### config.mk
export PLATFORM = sky130hd
export DESIGN_NAME = cprv_fetch_unit
export DESIGN_NICKNAME = d
export VERILOG_FILES = /design/src/rtl/cprv_pkg.sv /design/src/rtl/cprv_sync_fifo.sv /design/src/rtl/cprv_fetch_unit.sv
export SDC_FILE = /design/constraint.sdc
export NUM_CORES = 1
export LEC_CHECK = 0
export ABC_AREA = 1
export CAP_MARGIN = 0
export CORE_MARGIN = 3
export CORE_UTILIZATION = 40
export DETAILED_ROUTE_END_ITERATION = 8
export SLEW_MARGIN = 10
export SYNTH_ARGS = -nofsm -noshare
export SYNTH_HDL_FRONTEND = slang
export SYNTH_SLANG_ARGS = --single-unit
### constraint.sdc
create_clock -name clk -period 2.29 [get_ports clk]
set_input_delay 0.3435 -clock clk [delete_from_list [all_inputs] [get_ports clk]]
set_output_delay 0.3435 -clock clk [all_outputs]
set_load 0.01 [all_outputs]
### src/rtl/cprv_pkg.sv
// Shared constants, entry types and the doubleword half-select for the fetch unit.
package cprv_pkg;
  localparam int XLEN        = 64;
  localparam int INSTR_WIDTH = 32;
  localparam logic [XLEN-1:0] RESET_PC = 64'h0000_0000_8000_0000;
  // Wide enough for any practical MAX_OUTSTANDING; the top only compares its low bits.
  localparam int EPOCH_MAX_W = 8;

  typedef struct packed {
    logic [XLEN-1:0]        pc;
    logic [INSTR_WIDTH-1:0] instr;
  } fetch_entry_t;

  typedef struct packed {
    logic [EPOCH_MAX_W-1:0] epoch;
    logic [XLEN-1:0]        pc;
  } pend_entry_t;

  function automatic logic [INSTR_WIDTH-1:0] sel_half(input logic [XLEN-1:0] pc,
                                                      input logic [XLEN-1:0] dw);
    return pc[2] ? dw[2*INSTR_WIDTH-1:INSTR_WIDTH] : dw[INSTR_WIDTH-1:0];
  endfunction
endpackage

### src/rtl/cprv_sync_fifo.sv
// Synchronous FIFO with clear; head is read straight from the storage registers.
module cprv_sync_fifo #(
  parameter int WIDTH = 8,
  parameter int DEPTH = 4
) (
  input  logic                        clk,
  input  logic                        rst_n,
  input  logic                        push_i,
  input  logic [WIDTH-1:0]            data_i,
  input  logic                        pop_i,
  input  logic                        clear_i,
  output logic                        full_o,
  output logic                        empty_o,
  output logic [$clog2(DEPTH+1)-1:0]  count_o,
  output logic [WIDTH-1:0]            head_o
);
  localparam int PW = (DEPTH > 1) ? $clog2(DEPTH) : 1;
  localparam int CW = $clog2(DEPTH+1);

  logic [DEPTH-1:0][WIDTH-1:0] mem_q;
  logic [PW-1:0]               rd_q, wr_q;
  logic [CW-1:0]               cnt_q;

  function automatic logic [PW-1:0] nxt(input logic [PW-1:0] p);
    return (p == PW'(DEPTH-1)) ? '0 : p + PW'(1);
  endfunction

  always_ff @(posedge clk or negedge rst_n) begin
    if (!rst_n) begin
      mem_q <= '0;
      rd_q  <= '0;
      wr_q  <= '0;
      cnt_q <= '0;
    end else if (clear_i) begin
      rd_q  <= '0;
      wr_q  <= '0;
      cnt_q <= '0;
    end else begin
      if (push_i) begin
        mem_q[wr_q] <= data_i;
        wr_q        <= nxt(wr_q);
      end
      if (pop_i) rd_q <= nxt(rd_q);
      cnt_q <= cnt_q + CW'(push_i) - CW'(pop_i);
    end
  end

  assign head_o  = mem_q[rd_q];
  assign count_o = cnt_q;
  assign empty_o = (cnt_q == '0);
  assign full_o  = (cnt_q == CW'(DEPTH));
endmodule

### src/rtl/cprv_fetch_unit.sv
// Pipelined instruction fetch: credit-limited imem requests, epoch-tagged
// pending list and a fetch queue feeding ID.
module cprv_fetch_unit
  import cprv_pkg::*;
#(
  parameter logic [XLEN-1:0] RESET_PC        = cprv_pkg::RESET_PC,
  parameter int              FQ_DEPTH        = 4,
  parameter int              MAX_OUTSTANDING = 2
) (
  input  logic                   clk,
  input  logic                   rst_n,
  input  logic                   redirect_valid_i,
  input  logic [XLEN-1:0]        redirect_pc_i,
  output logic                   valid_imem_o,
  input  logic                   ready_imem_i,
  output logic [XLEN-1:0]        instr_addr_imem_o,
  input  logic                   valid_resp_i,
  output logic                   ready_resp_o,
  input  logic [XLEN-1:0]        instr_data_imem_i,
  output logic                   valid_id_o,
  input  logic                   ready_id_i,
  output logic [INSTR_WIDTH-1:0] instr_data_id_o,
  output logic [XLEN-1:0]        instr_pc_id_o
);
  localparam int EPW = $clog2(MAX_OUTSTANDING) + 1;
  localparam int PCW = $clog2(MAX_OUTSTANDING + 1);
  localparam int FCW = $clog2(FQ_DEPTH + 1);

  logic [XLEN-1:0] pc_q, pc_d;
  logic [EPW-1:0]  epoch_q, epoch_d;
  logic            run_q;

  pend_entry_t  pend_in, pend_head;
  fetch_entry_t fq_in, fq_head;
  logic         pend_full, pend_empty, fq_full, fq_empty;
  logic [PCW-1:0] pend_cnt;
  logic [FCW-1:0] fq_cnt;
  logic credit, req_hs, resp_hs, resp_keep, id_hs;

  // Every outstanding request owns a queue slot, so a response can always be accepted.
  assign credit = run_q
               && ((32'(pend_cnt) + 32'(fq_cnt)) < 32'(FQ_DEPTH))
               && (32'(pend_cnt) < 32'(MAX_OUTSTANDING));

  assign valid_imem_o      = credit & ~redirect_valid_i;
  assign instr_addr_imem_o = {pc_q[XLEN-1:3], 3'b000};
  assign ready_resp_o      = 1'b1;

  assign req_hs    = valid_imem_o & ready_imem_i;
  assign resp_hs   = valid_resp_i;
  assign resp_keep = resp_hs && !redirect_valid_i
                  && (pend_head.epoch == EPOCH_MAX_W'(epoch_q));
  assign id_hs     = valid_id_o & ready_id_i;

  assign pend_in = '{epoch: EPOCH_MAX_W'(epoch_q), pc: pc_q};
  assign fq_in   = '{pc: pend_head.pc, instr: sel_half(pend_head.pc, instr_data_imem_i)};

  always_comb begin
    pc_d    = pc_q;
    epoch_d = epoch_q;
    if (redirect_valid_i) begin
      pc_d    = redirect_pc_i & ~XLEN'(3);
      epoch_d = epoch_q + EPW'(1);
    end else if (req_hs) begin
      pc_d = pc_q + XLEN'(4);
    end
  end

  // run_q holds off the first request until the cycle after reset release.
  always_ff @(posedge clk or negedge rst_n) begin
    if (!rst_n) begin
      pc_q    <= RESET_PC;
      epoch_q <= '0;
      run_q   <= 1'b0;
    end else begin
      pc_q    <= pc_d;
      epoch_q <= epoch_d;
      run_q   <= 1'b1;
    end
  end

  cprv_sync_fifo #(.WIDTH($bits(pend_entry_t)), .DEPTH(MAX_OUTSTANDING)) u_pend (
    .clk(clk), .rst_n(rst_n),
    .push_i(req_hs), .data_i(pend_in), .pop_i(resp_hs), .clear_i(1'b0),
    .full_o(pend_full), .empty_o(pend_empty), .count_o(pend_cnt), .head_o(pend_head)
  );

  cprv_sync_fifo #(.WIDTH($bits(fetch_entry_t)), .DEPTH(FQ_DEPTH)) u_fq (
    .clk(clk), .rst_n(rst_n),
    .push_i(resp_keep), .data_i(fq_in), .pop_i(id_hs), .clear_i(redirect_valid_i),
    .full_o(fq_full), .empty_o(fq_empty), .count_o(fq_cnt), .head_o(fq_head)
  );

  assign valid_id_o      = ~fq_empty;
  assign instr_data_id_o = fq_head.instr;
  assign instr_pc_id_o   = fq_head.pc;

  a_resp_has_pending: assert property (@(posedge clk) disable iff (!rst_n)
    valid_resp_i |-> !pend_empty);
  a_no_push_full_fq: assert property (@(posedge clk) disable iff (!rst_n)
    resp_keep |-> !fq_full);
  a_no_push_full_pend: assert property (@(posedge clk) disable iff (!rst_n)
    req_hs |-> !pend_full);
endmodule

==> flow_summary.yaml <==
synth:
  ys_seq_elements: 580
  ys_seq_area_share_pct: 52.7
  yosys_warnings: 0
  synth_top_area_share_pct: 52.6
  synth_edf_count: 0
  synth_cell_types: 33
  synth.avg_cell_area_um2: 8.41
  synth_top_flop_cell: "dfrtp_1"
  yosysTopAreaCell: "dfrtp_1"
  ys_top_cells_by_area: "dfrtp_1 (53%), nand2_1 (12%), o21ai_0 (9.1%)"
  async_reset_ff_share_pct: 100
  synth_cells: 3274
  syn_area_mm2: 0.0275
final_layout:
  n_antenna_cell: 0
  fillerInstances: 6389
  layout-drive-gt1-share_pct: 15.4
  syn_to_final_growth_pct: 28.3
  stdcell_count: 4529
  nets: 3758
  final_util_pct: 52.2
floorplanning:
  die_w_um: 268
  die-area_mm2: 0.0720
  initial_core_util_pct: 40.7
  die_h_um: 268
  ioPinCount: 297
  core_mm2: 0.0676
  rows: 95
setup_path:
  r2r-start: "u_fq.count_o[1]$_DFF_PN0_"
  cp-end-kind: "output port"
  startpoint: "u_fq.rd_q[0]$_DFFE_PN0P_"
  cp_max_fo: 8
  worstPathArrival_ns: 2.15
  crit_type: "reg -> out"
  startpoint_type: "register"
  critPathRequiredTime_ns: 1.95
power_and_ir_drop:
  cellPowerDensity_mw_per_mm2: 1250
  ir_worst_vdd_v: 0.000563
  p_leak_nw: 16.2
detailed_routing:
  drtPass1Iterations: 6
  drtAntennaViolNets: 0
  top_layer: "met4"
  wirelength_um: 86800
  via_count: 23789
  wl_met3_um: 4550
  viasPerCell: 5.25
  wl_per_cell_um: 19.2
  wl_met2_um: 39200
  drt-initial-drc-count: 2030
  m1WireLength_um: 39900
  drc: 0
run:
  cap_violations: 0
clock_tree:
  clkTransAtPathRegs_ns: 0.06
  cts_htree_levels: 3
  cts_num_sinks: 580
  clk_path_buf_depth: 3
  clock-root-buffer: "clkbuf_16"
  cts_made_buffers: 67
  cts_tree: "yes"
  clock_latency_ns: 0.59
global_routing:
  grt_overflow: 0
  track_usage_pct: 23.2
  grt_pass1_vias: 22759
  grt_start_max_net_pins: 104
  antenna_found_initial: 1
  grt_pass1_wl_um: 131000
timing:
  slew_viol_final: 0
  setup_viol: 91
  worst_slew_pin_slew_ns: 0.597
  fmax_mhz: 401
  hold_violations: 0
  rsz0062_at_grt: "yes"
  skew_ns: 0.0177
  fin_crit_sh_pct: 109
  max-slew-margin-rel_pct: 59.0
  finalWorstSetupSlack_ns: -0.205
  period_needed_ns: 2.49
outcome:
  violations: "setup timing"
  status: "complete, but fails checks"
placement:
  gp_congestion: 0.989
  hpwl_um: 55100
  io_buffer_count: 288
  dp.cells: 4320
worst_hold_path:
  hp-start: "redirect_valid_i"
  hp-class: "in -> reg"
per-stage QoR:
| step | worst slack (ns) | instance area, um2 | hold WS, ns | TNS (ns) | power (mW) |
|---|---|---|---|---|---|
| 6_report | -0.205 | 35300 | 0.204 | -8.54 | 44.1 |
| 2_1_floorplan | 0.165 | 27500 | 0.0479 | 0 | 24.0 |
| 4_1_cts | -0.512 | 34100 | 0.172 | -17.28 | 42.4 |
| 3_3_place_gp | 0.0299 | 31500 | 0.288 | 0 | 31.5 |
| 5_1_grt | -0.315 | 35300 | 0.206 | -16.89 | 47.0 |
| 3_5_place_dp | 0.0106 | 31500 | 0.281 | 0 | 31.8 |
repair_timing:
item / in CTS / in global routing
buffers inserted: 26 / 50
endpoints found under the hold margin: 31 / 0
hold buffers: 1 / 0
pin swaps: 10 / 63
resized for setup: 349 / 353
cloned: 8 / 19
setup endpoints to repair: 95 / 152
state kept, by name (all words and copies together) (netlist names):
register and cells:
u_pend.count_o 2, u_pend.rd_q 1, run_q 1, u_fq.mem_q 376
u_fq.wr_q 2, u_fq.count_o 3, epoch_q 2, pc_q 62
u_fq.rd_q 2, u_pend.mem_q 128, u_pend.wr_q 1
cell families after synthesis:
family | after synthesis | share of synthesized area, %
other | 2 | 0.0273
muxes | 93 | 3.38
DFF | 580 | 52.7
and+or+nand+nor | 1353 | 19.3
buffers and inverters | 385 | 7.58
AOI/OAI and AO/OA | 820 | 15.4
xor gates and xnor gates | 29 | 0.991
adders and majority gates | 12 | 0.573
final cells by class:
type | instances | area (um2) | area share, %
Clock inverter | 14 | 130 | 0.368
Timing Repair Buffer | 533 | 5650 | 16.0
Sequential cell | 580 | 14500 | 41.1
Inverter | 116 | 465 | 1.32
Multi-Input combinational cell | 2314 | 11500 | 32.6
Tap cell | 873 | 1090 | 3.09
Clock buffer | 99 | 1950 | 5.52
metal layers:
metal / vias up / GRT usage (%)
li1: 11448 / -
met1: 11522 / 32.7
met2: 680 / 36.1
met3: 139 / 3.59
met4: 0 / 9.03
met5: - / 0
final timing paths:
kind / endpoint / slack (ns) / cells past startpoint
worst min-delay path: u_fq.count_o[0]$_DFF_PN0_ / 0.20 / 3
min in group asynchronous: u_pend.mem_q[116]$_DFFE_PN0P_ / 0.27 / 2
worst max-delay path: instr_pc_id_o[35] / -0.20 / 8
max in group asynchronous: u_fq.mem_q[20]$_DFFE_PN0P_ / 1.17 / 4
worst max register to register: u_pend.mem_q[57]$_DFFE_PN0P_ / 0.10 / 11
worst min register to register: u_fq.mem_q[112]$_DFFE_PN0P_ / 0.47 / 2
worst max-delay path, stage by stage, from the launching register on:
cell	delay (ns)
dfrtp_4	0.57
inv_12	0.11
buf_4	0.11
buf_8	0.11
buf_8	0.12
buf_12	0.11
nor2_1	0.03
o22ai_1	0.20
buf_4	0.18
synth_stat cells (27+ instances only):
master / instances
clkbuf_1: 121
o21ai_1: 216
buf_2: 31
buf_6: 44
dfrtp_1: 579
nand2_1: 887
nand3_1: 103
inv_1: 114
xor2_1: 27
o22ai_1: 94
buf_4: 72
mux2i_1: 93
o21ai_0: 498
nor2_1: 338
where the power goes:
part | switching [mW] | leakage [nW] | internal, mW
sequential | 2.07 | 7.71 | 13.5
combinational | 10.0 | 7.51 | 8.22
clock | 4.22 | 1.02 | 6.09
cell usage in the layout (no fill, tap or decap), types with 9 or more instances in the layout:
cell type	n
clkbuf_8	11
inv_1	113
nor2_2	21
ha_1	11
dfrtp_1	575
nor2_1	306
o22ai_1	58
buf_12	43
nor2_4	12
o22ai_2	35
nand3_1	103
buf_6	34
buf_2	69
buf_16	15
o21ai_1	281
o21ai_0	392
o21ai_2	39
buf_8	11
clkbuf_1	19
nand4_1	12
xor2_1	27
clkdlybuf4s50_1	190
nand2_1	885
clkbuf_16	86
clkinv_2	9
mux2i_1	93
buf_4	145
(Power assumes the default switching activity.)
